`config.mk`:
```
export PLATFORM = sky130hd
export DESIGN_NAME = bram_sdp_stream_reader
export DESIGN_NICKNAME = d
export VERILOG_FILES = /design/src/rtl/bram_sdp_stream_reader.sv
export SDC_FILE = /design/constraint.sdc
export NUM_CORES = 1
export LEC_CHECK = 0
export ABC_AREA = 0
export BUFFER_PORTS_ARGS = -buffer_cell sky130_fd_sc_hd__buf_2
export CORE_MARGIN = 5
export CORE_UTILIZATION = 45
export CTS_CLUSTER_DIAMETER = 60
export DETAILED_ROUTE_END_ITERATION = 6
export GPL_TIMING_DRIVEN = 0
export PLACE_DENSITY = 0.68
export SETUP_SLACK_MARGIN = 0.15
export SYNTH_ARGS = -nofsm -noshare
export SYNTH_HDL_FRONTEND = slang
export SYNTH_SLANG_ARGS = --single-unit
```
`constraint.sdc`:
```
create_clock -name clk -period 3.7 [get_ports clk]
set_input_delay 0.37 -clock clk [delete_from_list [all_inputs] [get_ports clk]]
set_output_delay 0.37 -clock clk [all_outputs]
set_load 0.03 [all_outputs]
```
`src/rtl/bram_sdp_stream_reader.sv`:
```
// Read-side master for an SDP block RAM: turns (start_addr, length) commands into a valid/ready stream.
// Optional command abort is enabled by defining BRAM_SDP_STREAM_ABORT_EN.
module bram_sdp_stream_reader #(
  parameter int AWIDTH = 10,
  parameter int DWIDTH = 18
) (
  input  logic              clk,
  input  logic              rst_n,
  input  logic              start,
  input  logic [AWIDTH-1:0] start_addr,
  input  logic [AWIDTH:0]   length,
  output logic              busy,
  output logic              done,
  output logic [AWIDTH-1:0] ra,
  output logic              rce,
  input  logic [DWIDTH-1:0] rq,
  output logic              m_valid,
  output logic [DWIDTH-1:0] m_data,
  output logic              m_last,
  input  logic              m_ready
`ifdef BRAM_SDP_STREAM_ABORT_EN
  ,
  input  logic              abort
`endif
);

  localparam logic [1:0] S_IDLE  = 2'd0;
  localparam logic [1:0] S_RUN   = 2'd1;
  localparam logic [1:0] S_DRAIN = 2'd2;

  logic [1:0]        state;
  logic [AWIDTH-1:0] addr;
  logic [AWIDTH:0]   remaining;
  logic              inflight;
  logic              inflight_last;
  logic              done_r;

  // Two-entry buffer: out_* is the registered output stage, skid_* holds the second word.
  logic              out_valid;
  logic [DWIDTH-1:0] out_data;
  logic              out_last;
  logic              skid_valid;
  logic [DWIDTH-1:0] skid_data;
  logic              skid_last;

  logic              hs;
  logic              abort_now;
  logic              final_read;
  logic [2:0]        free;

`ifdef BRAM_SDP_STREAM_ABORT_EN
  assign abort_now = abort && (state != S_IDLE);
`else
  assign abort_now = 1'b0;
`endif

  assign hs         = out_valid & m_ready;
  assign final_read = (remaining == (AWIDTH+1)'(1));
  // Slots not yet claimed by buffered or in-flight words; a pop this cycle frees one.
  assign free       = 3'd2 + {2'b00, hs} - {2'b00, out_valid} - {2'b00, skid_valid} - {2'b00, inflight};
  assign rce        = (state == S_RUN) && (free != 3'd0) && (remaining != '0) && !abort_now;
  assign ra         = addr;
  assign busy       = (state != S_IDLE);
  assign done       = done_r;
  assign m_valid    = out_valid;
  assign m_data     = out_data;
  assign m_last     = out_last;

  always_ff @(posedge clk or negedge rst_n) begin
    if (!rst_n) begin
      state     <= S_IDLE;
      addr      <= '0;
      remaining <= '0;
      done_r    <= 1'b0;
    end else begin
      done_r <= 1'b0;
      case (state)
        S_IDLE: begin
          if (start) begin
            addr      <= start_addr;
            remaining <= length;
            if (length != '0) state <= S_RUN;
            else              done_r <= 1'b1;
          end
        end
        S_RUN: begin
          if (rce) begin
            addr      <= addr + AWIDTH'(1);
            remaining <= remaining - (AWIDTH+1)'(1);
            if (final_read) state <= S_DRAIN;
          end
        end
        S_DRAIN: begin
          // The last-flagged beat is only ever popped after every read has been captured.
          if (hs && out_last) begin
            state  <= S_IDLE;
            done_r <= 1'b1;
          end
        end
        default: state <= S_IDLE;
      endcase
      if (abort_now) begin
        state     <= S_IDLE;
        remaining <= '0;
        done_r    <= 1'b1;
      end
    end
  end

  always_ff @(posedge clk or negedge rst_n) begin
    if (!rst_n) begin
      inflight      <= 1'b0;
      inflight_last <= 1'b0;
      out_valid     <= 1'b0;
      out_data      <= '0;
      out_last      <= 1'b0;
      skid_valid    <= 1'b0;
      skid_data     <= '0;
      skid_last     <= 1'b0;
    end else if (abort_now) begin
      inflight      <= 1'b0;
      inflight_last <= 1'b0;
      out_valid     <= 1'b0;
      skid_valid    <= 1'b0;
    end else begin
      inflight      <= rce;
      inflight_last <= rce && final_read;
      if (hs) begin
        if (skid_valid) begin
          out_data   <= skid_data;
          out_last   <= skid_last;
          skid_valid <= inflight;
          if (inflight) begin
            skid_data <= rq;
            skid_last <= inflight_last;
          end
        end else begin
          out_valid <= inflight;
          if (inflight) begin
            out_data <= rq;
            out_last <= inflight_last;
          end
        end
      end else if (inflight) begin
        if (!out_valid) begin
          out_valid <= 1'b1;
          out_data  <= rq;
          out_last  <= inflight_last;
        end else begin
          skid_valid <= 1'b1;
          skid_data  <= rq;
          skid_last  <= inflight_last;
        end
      end
    end
  end

endmodule

```
==> results of run 1 <==
-- stage by stage --
| stage | total power, mW | hold WS (ps) | utilization (%) | cell area (sq um) | setup WS [ps] |
|---|---|---|---|---|---|
| 6_report | 3.486 | 105.5 | 56.12 | 4114 | 742.4 |
| 5_1_grt | 3.718 | 179.4 | 56.12 | 4114 | 569.3 |
| 4_1_cts | 3.494 | 163.4 | 56.12 | 4114 | 734.3 |
| 3_5_place_dp | 2.863 | 465.9 | 53.35 | 3911 | 990.2 |
| 3_3_place_gp | 2.819 | 456.1 | 53.32 | 3909 | 992.7 |
| 2_1_floorplan | 2.396 | 74.41 | - | 3410 | 1046 |
-- flip-flops by register name (all words and copies together), names as in the netlist, 2 cells and up --
name and flops:
remaining 11, skid_data 18, ra 10, m_data 18, state 2
-- final cells by class --
class                   instances  area [sq um]
well taps                      99         123.9
flip-flops and latches         66          1652
repair buffers                 75         377.9
plain buffers                  21         110.1
inverters                       8         30.03
fillers                       660          3217
clock buffers                  10         137.6
multi-input cells             234          1618
clock inverters                 6         65.06
-- cell usage in the layout, fill, tap and decap left out, drive strengths merged, types with 4 or more instances in the layout --
cell,synthesis,layout
ha,6,6
a21oi,15,15
o22a,5,5
clkbuf,7,17
a31oi,12,12
mux2,19,19
nor2,11,11
nor4,4,4
nand2,38,38
nor3,9,9
mux2i,20,20
inv,8,9
o22ai,7,7
nand3,10,10
nand4,5,5
dfrtp,66,66
buf,14,89
o21ai,28,28
-- cell families after synthesis --
family	after synthesis	share of synthesized area [%]
AO/OA/AOI/OAI	93	17.72
AND/OR/NAND/NOR	95	14.79
adder cells (fa/ha/maj)	7	2.789
multiplexers	39	12.15
buffers and inverters	29	4.110
flip-flops	66	48.44
-- critical path, delay by kind of cell (launching register included) --
| family | cells | cell delay (ps) |
|---|---|---|
| and+or+nand+nor | 3 | 410 |
| AOI/OAI and AO/OA | 1 | 240 |
| buffers and inverters | 2 | 530 |
| adders and majority gates | 2 | 660 |
| DFF | 1 | 390 |
-- final timing paths --
| check | from | end | slack, ps | cells past startpoint |
|---|---|---|---|---|
| worst max-delay path | m_valid | rce | 740 | 8 |
| worst min-delay path | rst_n | m_data[0] | 110 | 1 |
| worst max register to register | m_valid | ra[4] | 950 | 9 |
| worst min register to register | m_data[3] | m_data[3] | 480 | 2 |
| max in group asynchronous | rst_n | ra[2] | 3040 | 1 |
| min in group clk | rq[4] | skid_data[4] | 260 | 2 |
-- report_power, final --
part           internal [mW]  switching [mW]  total [mW]
clock network          0.331           0.304       0.635
registers               1.01           0.248        1.26
logic                  0.608           0.981        1.59
total                   1.95            1.53        3.49
-- cells in the mapped netlist (all sizes together) (2+ instances only) --
cell,count
o31ai,2
o21ai,28
clkbuf,7
nor2,11
nor3,9
nand3,10
mux2,19
a211oi,2
a21o,2
nand2,38
and4,3
dfrtp,66
nand2b,2
o211a,2
o2bb2a,2
a21boi,2
o22a,5
o22ai,7
nor4,4
a2bb2oi,2
buf,14
and2,2
mux2i,20
o32ai,2
a21oi,15
inv,8
or3b,2
nand4,5
ha,6
a31oi,12
o2bb2ai,2
or3,2
-- routing by layer --
metal  vias up  share of wire (%)  global-route usage, %
li1       1391                  -                      -
met1      1398                 47                  23.99
met2        82                 46                  28.98
met3         9                6.1                  5.468
met4         0                1.1                  5.508
met5         -                  0                      0
==> impl_metrics.ini, run 1 <==
[status]
status = complete, no violations

[layout]
n_antenna_cell = 0
final_cells = 519
final_nets = 465
drive_gt1_share_pct = 31.43
area_growth_pct = 20.66

[critical_path]
setup.worst_path.end_class = primary output
start_kind = flip-flop
cpPeakStageDelay_ps = 390
critPathKind = reg -> out
crit_path_frequent_cell = nand2_1
path_cells = clkbuf_1, nand2_1, fa_1, ha_1, nand3b_1, nand2_1, a21oi_1, buf_2
critPathMaxFanout = 8
cp.required_ps = 3330
slowest_stage = dfrtp_1
critPathArrivalTime_ps = 2590

[clocking]
htreeDepth = 3
post_cts_resized = 0
cts.path.max_buffers = 2
root_buffer = clkbuf_8
post_cts_buffers = 0
clkTransAtPathRegs_ps = 80
cts-hold-fix-buffers = 0
cts_tree = yes
insertion_delay_ps = 350
clock_sinks = 66
cts_inserted_buffers = 9

[sta]
min_period_ps = 2958
finalMaxSlewViolations = 0
fin_skew_ps = 11.78
fin_setup_tns_ps = 0
max_freq_ghz = 0.3381
slew_headroom_pct = 44.54
rsz0062_at_grt = false
finalSetupViolCount = 0
fin_crit_sh_pct = 79.94
hold_viol_final = 0
tightest_slew_ps = 831.9

[global_routing]
antenna_found_initial = 0
grt_max_degree = 67
grt_use_total_pct = 18.23
grt_pass1_wl_microns = 14290
overflow = 0
grt_pass1_vias = 2982

[detailed_routing]
vias = 2880
routed_wl_microns = 8407
wl_per_cell_microns = 16.20
drc = 0
dr.pass1.iters = 4
postRouteAntennaNets = 0
via_per_inst = 5.549
drt_iter0_markers = 79

[flow_run]
cap_violations = 0

[yosys]
synth_edf_count = 0
ys_warn_count = 0
netlist.area_leader.share_pct = 48.44
yosysUniqueCellTypes = 55
async_reset_ff_share_pct = 100.0
ys_top_cells_by_area = dfrtp_1 (48%), mux2_2 (6.3%), mux2i_1 (5.9%), nand2_1 (4.2%), o21ai_0 (4.1%)
synth_nets = 379
ys_seq_elements = 66
post-synth-top-area-cell = dfrtp_1
yosysSeqAreaShare_pct = 48.44
syn_area_per_cell_sq_um = 10.36
synthFlopType = dfrtp_1
synth.cell_area_sq_um = 3410
syn_inst = 329

[placement]
dp_cells = 503
place_hpwl_microns = 5936
io_buffers = 75
gp_congestion = 0.8565

[hold_path]
min_path_type = in -> async

[floorplan]
coreArea_sq_um = 7331
num_rows = 31
dieWidth_microns = 97.05
ioPinCount = 76
start_util_pct = 46.51
die-area_sq_um = 9418
die_h_microns = 97.05

[power_and_ir_drop]
ir_worst_vdd_v = 0.0003959
leakage_nw = 1.935
power-per-cell-area_nw_per_um2 = 847.3
Note: power is estimated with default switching activity, not from simulation.
==> run 2, diff against run 1 <==
- ABC_AREA: 0 -> 1
- PLACE_DENSITY: 0.68 -> 0.7
- clock period: 3.7 -> 2.7 ns (I/O delays scaled with it)
==> impl_metrics.ini, run 2 <==
[status]
status = complete, no violations

[clocking]
cts_tree = yes
root_buffer = clkbuf_8
htreeDepth = 3
clkTransAtPathRegs_ps = 70
insertion_delay_ps = 340
cts_inserted_buffers = 9
cts-hold-fix-buffers = 0
cts.path.max_buffers = 2
clock_sinks = 66

[critical_path]
cpPeakStageDelay_ps = 420
path_buf_inv = 3
start_kind = flip-flop
path_cells = ha_4, fa_2, ha_4, a31oi_4, nand2_4, buf_6, inv_1, buf_6
r2r_setup_slack_ps = 540
cp.required_ps = 2430
critPathKind = reg -> out
critPathArrivalTime_ps = 2190
slowest_stage = dfrtp_1
r2r_end = ra[1]
critPathMaxFanout = 10
r2r_cells = 10
crit_path_start = inflight
r2r_start = inflight
cp_top_family = adder cells
critical_path_depth = 8
setup.worst_path.end_class = primary output

[global_routing]
grt_use_total_pct = 19.09
antenna_found_initial = 0
grt_max_degree = 67
grt_pass1_wl_microns = 15090
overflow = 0
grt_pass1_vias = 3186

[layout]
final_nets = 552
n_antenna_cell = 0
final_common_cell = nand2_1
drive_gt1_share_pct = 33.93
fill_cells = 728
layout_common_cells = nand2_1 (99), buf_2 (77), dfrtp_1 (66)
final-seq-area_sq_um = 1652
area_growth_pct = 21.75
multi_input_area_sq_um = 1682

[sta]
finalSetupViolCount = 0
tightest_slew_ps = 854.1
min_period_ps = 2462
max_freq_ghz = 0.4061
hold_viol_final = 0
fin_crit_sh_pct = 91.20
fin_skew_ps = 10.79
slew_headroom_pct = 43.06
finalMaxSlewViolations = 0
fin_setup_tns_ps = 0
rsz0062_at_grt = false

[yosys]
syn_inst = 412
ys_top_cells_by_count = nand2_1 (99), dfrtp_1 (66), a21oi_1 (39), nor2_1 (38), nand3_1 (34)
synth.most_common_cell = nand2_1
ys_warn_count = 0
synth.cell_area_sq_um = 3566
synthFlopType = dfrtp_1
ys_top_cells_by_area = dfrtp_1 (46%), nand2_1 (10%), mux2_2 (6.0%), a21oi_1 (5.5%), nand3_1 (4.8%)
synth_nets = 462
yosysSeqAreaShare_pct = 46.32
post-synth-top-area-cell = dfrtp_1
syn_area_per_cell_sq_um = 8.655
yosysUniqueCellTypes = 36
synth_edf_count = 0
async_reset_ff_share_pct = 100.0
ys_seq_elements = 66
netlist.area_leader.share_pct = 46.32

[hold_path]
min_path_type = in -> async

[floorplan]
ioPinCount = 76
coreArea_sq_um = 7727
die_h_microns = 99.02
start_util_pct = 46.15
dieWidth_microns = 99.02
num_rows = 32
die-area_sq_um = 9805

[detailed_routing]
postRouteAntennaNets = 0
routed_wl_microns = 8795
via_per_inst = 5.105
drt_iter0_markers = 164
drc = 0
wl_per_cell_microns = 14.44
vias = 3109
dr.pass1.iters = 4

[power_and_ir_drop]
p_total_mw = 6.105
leakage_nw = 2.104
power-per-cell-area_nw_per_um2 = 1406
ir_worst_vdd_v = 0.0005494

[flow_run]
cap_violations = 0

[placement]
gp_congestion = 0.8340
place_hpwl_microns = 6120
io_buffers = 75
run 2: cell types whose count changed after synthesis, sizes merged, moves of 7 or more:
cell / previous run / this run
a31oi: 12 / 2
inv: 8 / 33
nand2: 38 / 105
nor3: 9 / 2
a21oi: 15 / 44
nand3: 10 / 34
nor2: 11 / 43
mux2i: 20 / 0
run 2: area by class of cell:
class,count,area share (%)
multi-input cells,297,38.73
clock buffers,10,3.170
inverters,33,2.853
clock inverters,6,1.499
plain buffers,16,3.228
flip-flops and latches,66,38.04
well taps,102,2.939
repair buffers,79,9.539
run 2: cell families (layout without fill, tap and decap cells):
group	after synthesis	after routing	share of synthesized area, %
simple gates	194	194	23.89
mux	19	19	6.000
fa+ha+maj	7	7	2.667
flops	66	66	46.32
compound gates	77	77	13.82
buf+inv	49	144	7.298
run 2: how the worst max path moves through the flow:
stage,end,slack (ps)
after floorplan,rce,270
after global placement,rce,280
after detailed placement,rce,280
after CTS,rce,170
after global routing,rce,160
final,rce,240
run 2: power by group:
part	total [mW]	leakage, nW	internal, mW	switching, mW
clock network	0.852	0.103	0.453	0.399
logic	3.46	1.22	1.33	2.13
registers	1.79	0.778	1.47	0.325
total	6.10	2.10	3.25	2.86
run 2: timing repair:
action	4_1_cts	5_1_grt
pin swaps	4	0
setup endpoints to repair	1	1
gates resized for setup	5	1
setup buffers	4	0
run 2: per-stage QoR:
step	setup WS, ps	hold slack, ps	instance area, sq um	cells	utilization (%)
after CTS	167.9	69.01	4329	609	56.02
after floorplan	267.5	-25.59	3566	412	-
final	237.7	21.92	4342	609	56.19
after global placement	278.3	475.5	4069	589	52.66
after global routing	159.9	118.3	4342	609	56.19
after detailed placement	276.9	443.3	4071	589	52.69
run 2: layer usage:
layer / up-vias / wire (microns) / track usage [%]
li1: 1534 / - / -
met1: 1476 / 4050 / 25.22
met2: 87 / 4268 / 31.10
met3: 12 / 349 / 3.892
met4: 0 / 126 / 6.828
met5: - / 0 / 0
==> run 3, diff against run 2 <==
- CELL_PAD_IN_SITES_DETAIL_PLACEMENT: default -> 0
- CELL_PAD_IN_SITES_GLOBAL_PLACEMENT: default -> 1
- CORE_UTILIZATION: 45 -> 37
- PLACE_DENSITY: 0.7 -> 0.89
==> impl_metrics.ini, run 3 (synthesis gave the netlist of run 2 again) <==
[detailed_routing]
postRouteAntennaNets = 0
wl_met2_microns = 4680
route.met3.wl_microns = 378
drt_iter0_markers = 114
dr.pass1.iters = 4
via_per_inst = 4.928
vias = 3139
drt-met1-wl_microns = 4031
routed_wl_microns = 9171
topRoutingLayerUsed = met4
drc = 0
wl_per_cell_microns = 14.40

[clocking]
cts_inserted_buffers = 9
clock_sinks = 66
insertion_delay_ps = 340
htreeDepth = 3
root_buffer = clkbuf_8
cts_tree = yes
clkTransAtPathRegs_ps = 70
cts.path.max_buffers = 2

[status]
status = complete, no violations

[power_and_ir_drop]
power-per-cell-area_nw_per_um2 = 1417
ir_worst_vdd_v = 0.0004382
p_total_mw = 6.244
leakage_nw = 2.109

[global_routing]
grt_use_total_pct = 16.13
antenna_found_initial = 0
overflow = 0
grt_pass1_vias = 3124
grt_pass1_wl_microns = 14950
grt_max_degree = 67

[floorplan]
num_rows = 35
ioPinCount = 76
start_util_pct = 38.23
dieWidth_microns = 108.2
coreArea_sq_um = 9328
die_h_microns = 108.2
die-area_sq_um = 11700

[sta]
tightest_slew_ps = 862.2
fin_crit_sh_pct = 90.76
finalSetupViolCount = 0
min_period_ps = 2451
fin_setup_tns_ps = 0
max_freq_ghz = 0.4081
rsz0062_at_grt = false
hold_viol_final = 0
fin_skew_ps = 10.09
slew_headroom_pct = 42.52
finalMaxSlewViolations = 0

[critical_path]
critPathKind = reg -> out
setup.worst_path.end_class = primary output
critPathArrivalTime_ps = 2180
critPathMaxFanout = 6
r2r_setup_slack_ps = 510
start_kind = flip-flop
cp.required_ps = 2430

[layout]
multi_input_area_sq_um = 1682
final_common_cell = nand2_1
fill_cells = 914
n_antenna_cell = 0
drive_gt1_share_pct = 34.06
final-seq-area_sq_um = 1652
layout_common_cells = nand2_1 (99), buf_2 (77), dfrtp_1 (66)
area_growth_pct = 23.58
final_nets = 553

[flow_run]
cap_violations = 0

[placement]
gp_congestion = 0.8392
place_hpwl_microns = 6468
io_buffers = 75

[hold_path]
min_path_type = in -> async
## run 3: cell count changes in the layout (fill, tap and decap cells not counted)
cell        previous run  this run
inv_6                  1         0
clkbuf_8              10         9
inv_2                  5         6
clkinv_2               2         0
bufinv_16              1         2
clkbuf_1               1         2
inv_1                 28        27
buf_8                  0         1
clkinvlp_4             1         3
## run 3: area by class of cell
| cell class | instances | share of cell area (%) |
|---|---|---|
| multi-input cells | 297 | 38.16 |
| flip-flops and latches | 66 | 37.48 |
| repair buffers | 80 | 9.654 |
| well taps | 129 | 3.663 |
| plain buffers | 16 | 3.265 |
| clock buffers | 10 | 2.896 |
| inverters | 33 | 2.811 |
| clock inverters | 6 | 2.073 |
## run 3: worst paths after layout
path,cells past startpoint,end,startpoint
min,1,ra[2],rst_n
max in group asynchronous,1,skid_data[4],rst_n
max,8,rce,inflight
min reg2reg,1,skid_data[15],skid_data[15]
min in group clk,2,skid_data[1],rq[1]
max reg2reg,10,ra[1],inflight
## run 3: power by group
group	internal (mW)	leakage, nW	switching [mW]
combinational	1.38	1.23	2.13
sequential	1.47	0.778	0.337
clock	0.522	0.0987	0.405
## run 3: per-stage QoR
step           hold slack [ps]  cells  util, %  area [sq um]  setup slack, ps
2_1_floorplan           -25.59    412        -          3566            267.5
5_1_grt                  98.52    637    47.24          4407            149.8
4_1_cts                  64.61    634    46.79          4364            152.9
3_5_place_dp             442.2    616    44.01          4105            232.5
6_report                 34.62    637    47.24          4407            249.5
3_3_place_gp             478.5    616    43.98          4103            272.3
## run 3: timing repair
action                                  4_1_cts  5_1_grt
resized for setup                             6        3
endpoints found under the setup margin        1        1
setup buffers                                 2        3
hold buffers                                  0        0
pin swaps                                     0        3
## run 3: worst max-delay path: stages (launching register included)
cell and delay (ps):
dfrtp_1 420, ha_4 260, fa_2 370, ha_4 230
a31oi_4 180, nand2_4 80, buf_8 130, inv_2 60
buf_6 120
## run 3: per-layer routing
metal,vias up,GRT usage [%]
li1,1536,-
met2,67,26.95
met3,4,4.060
met4,0,4.689
met5,-,0
met1,1532,20.68
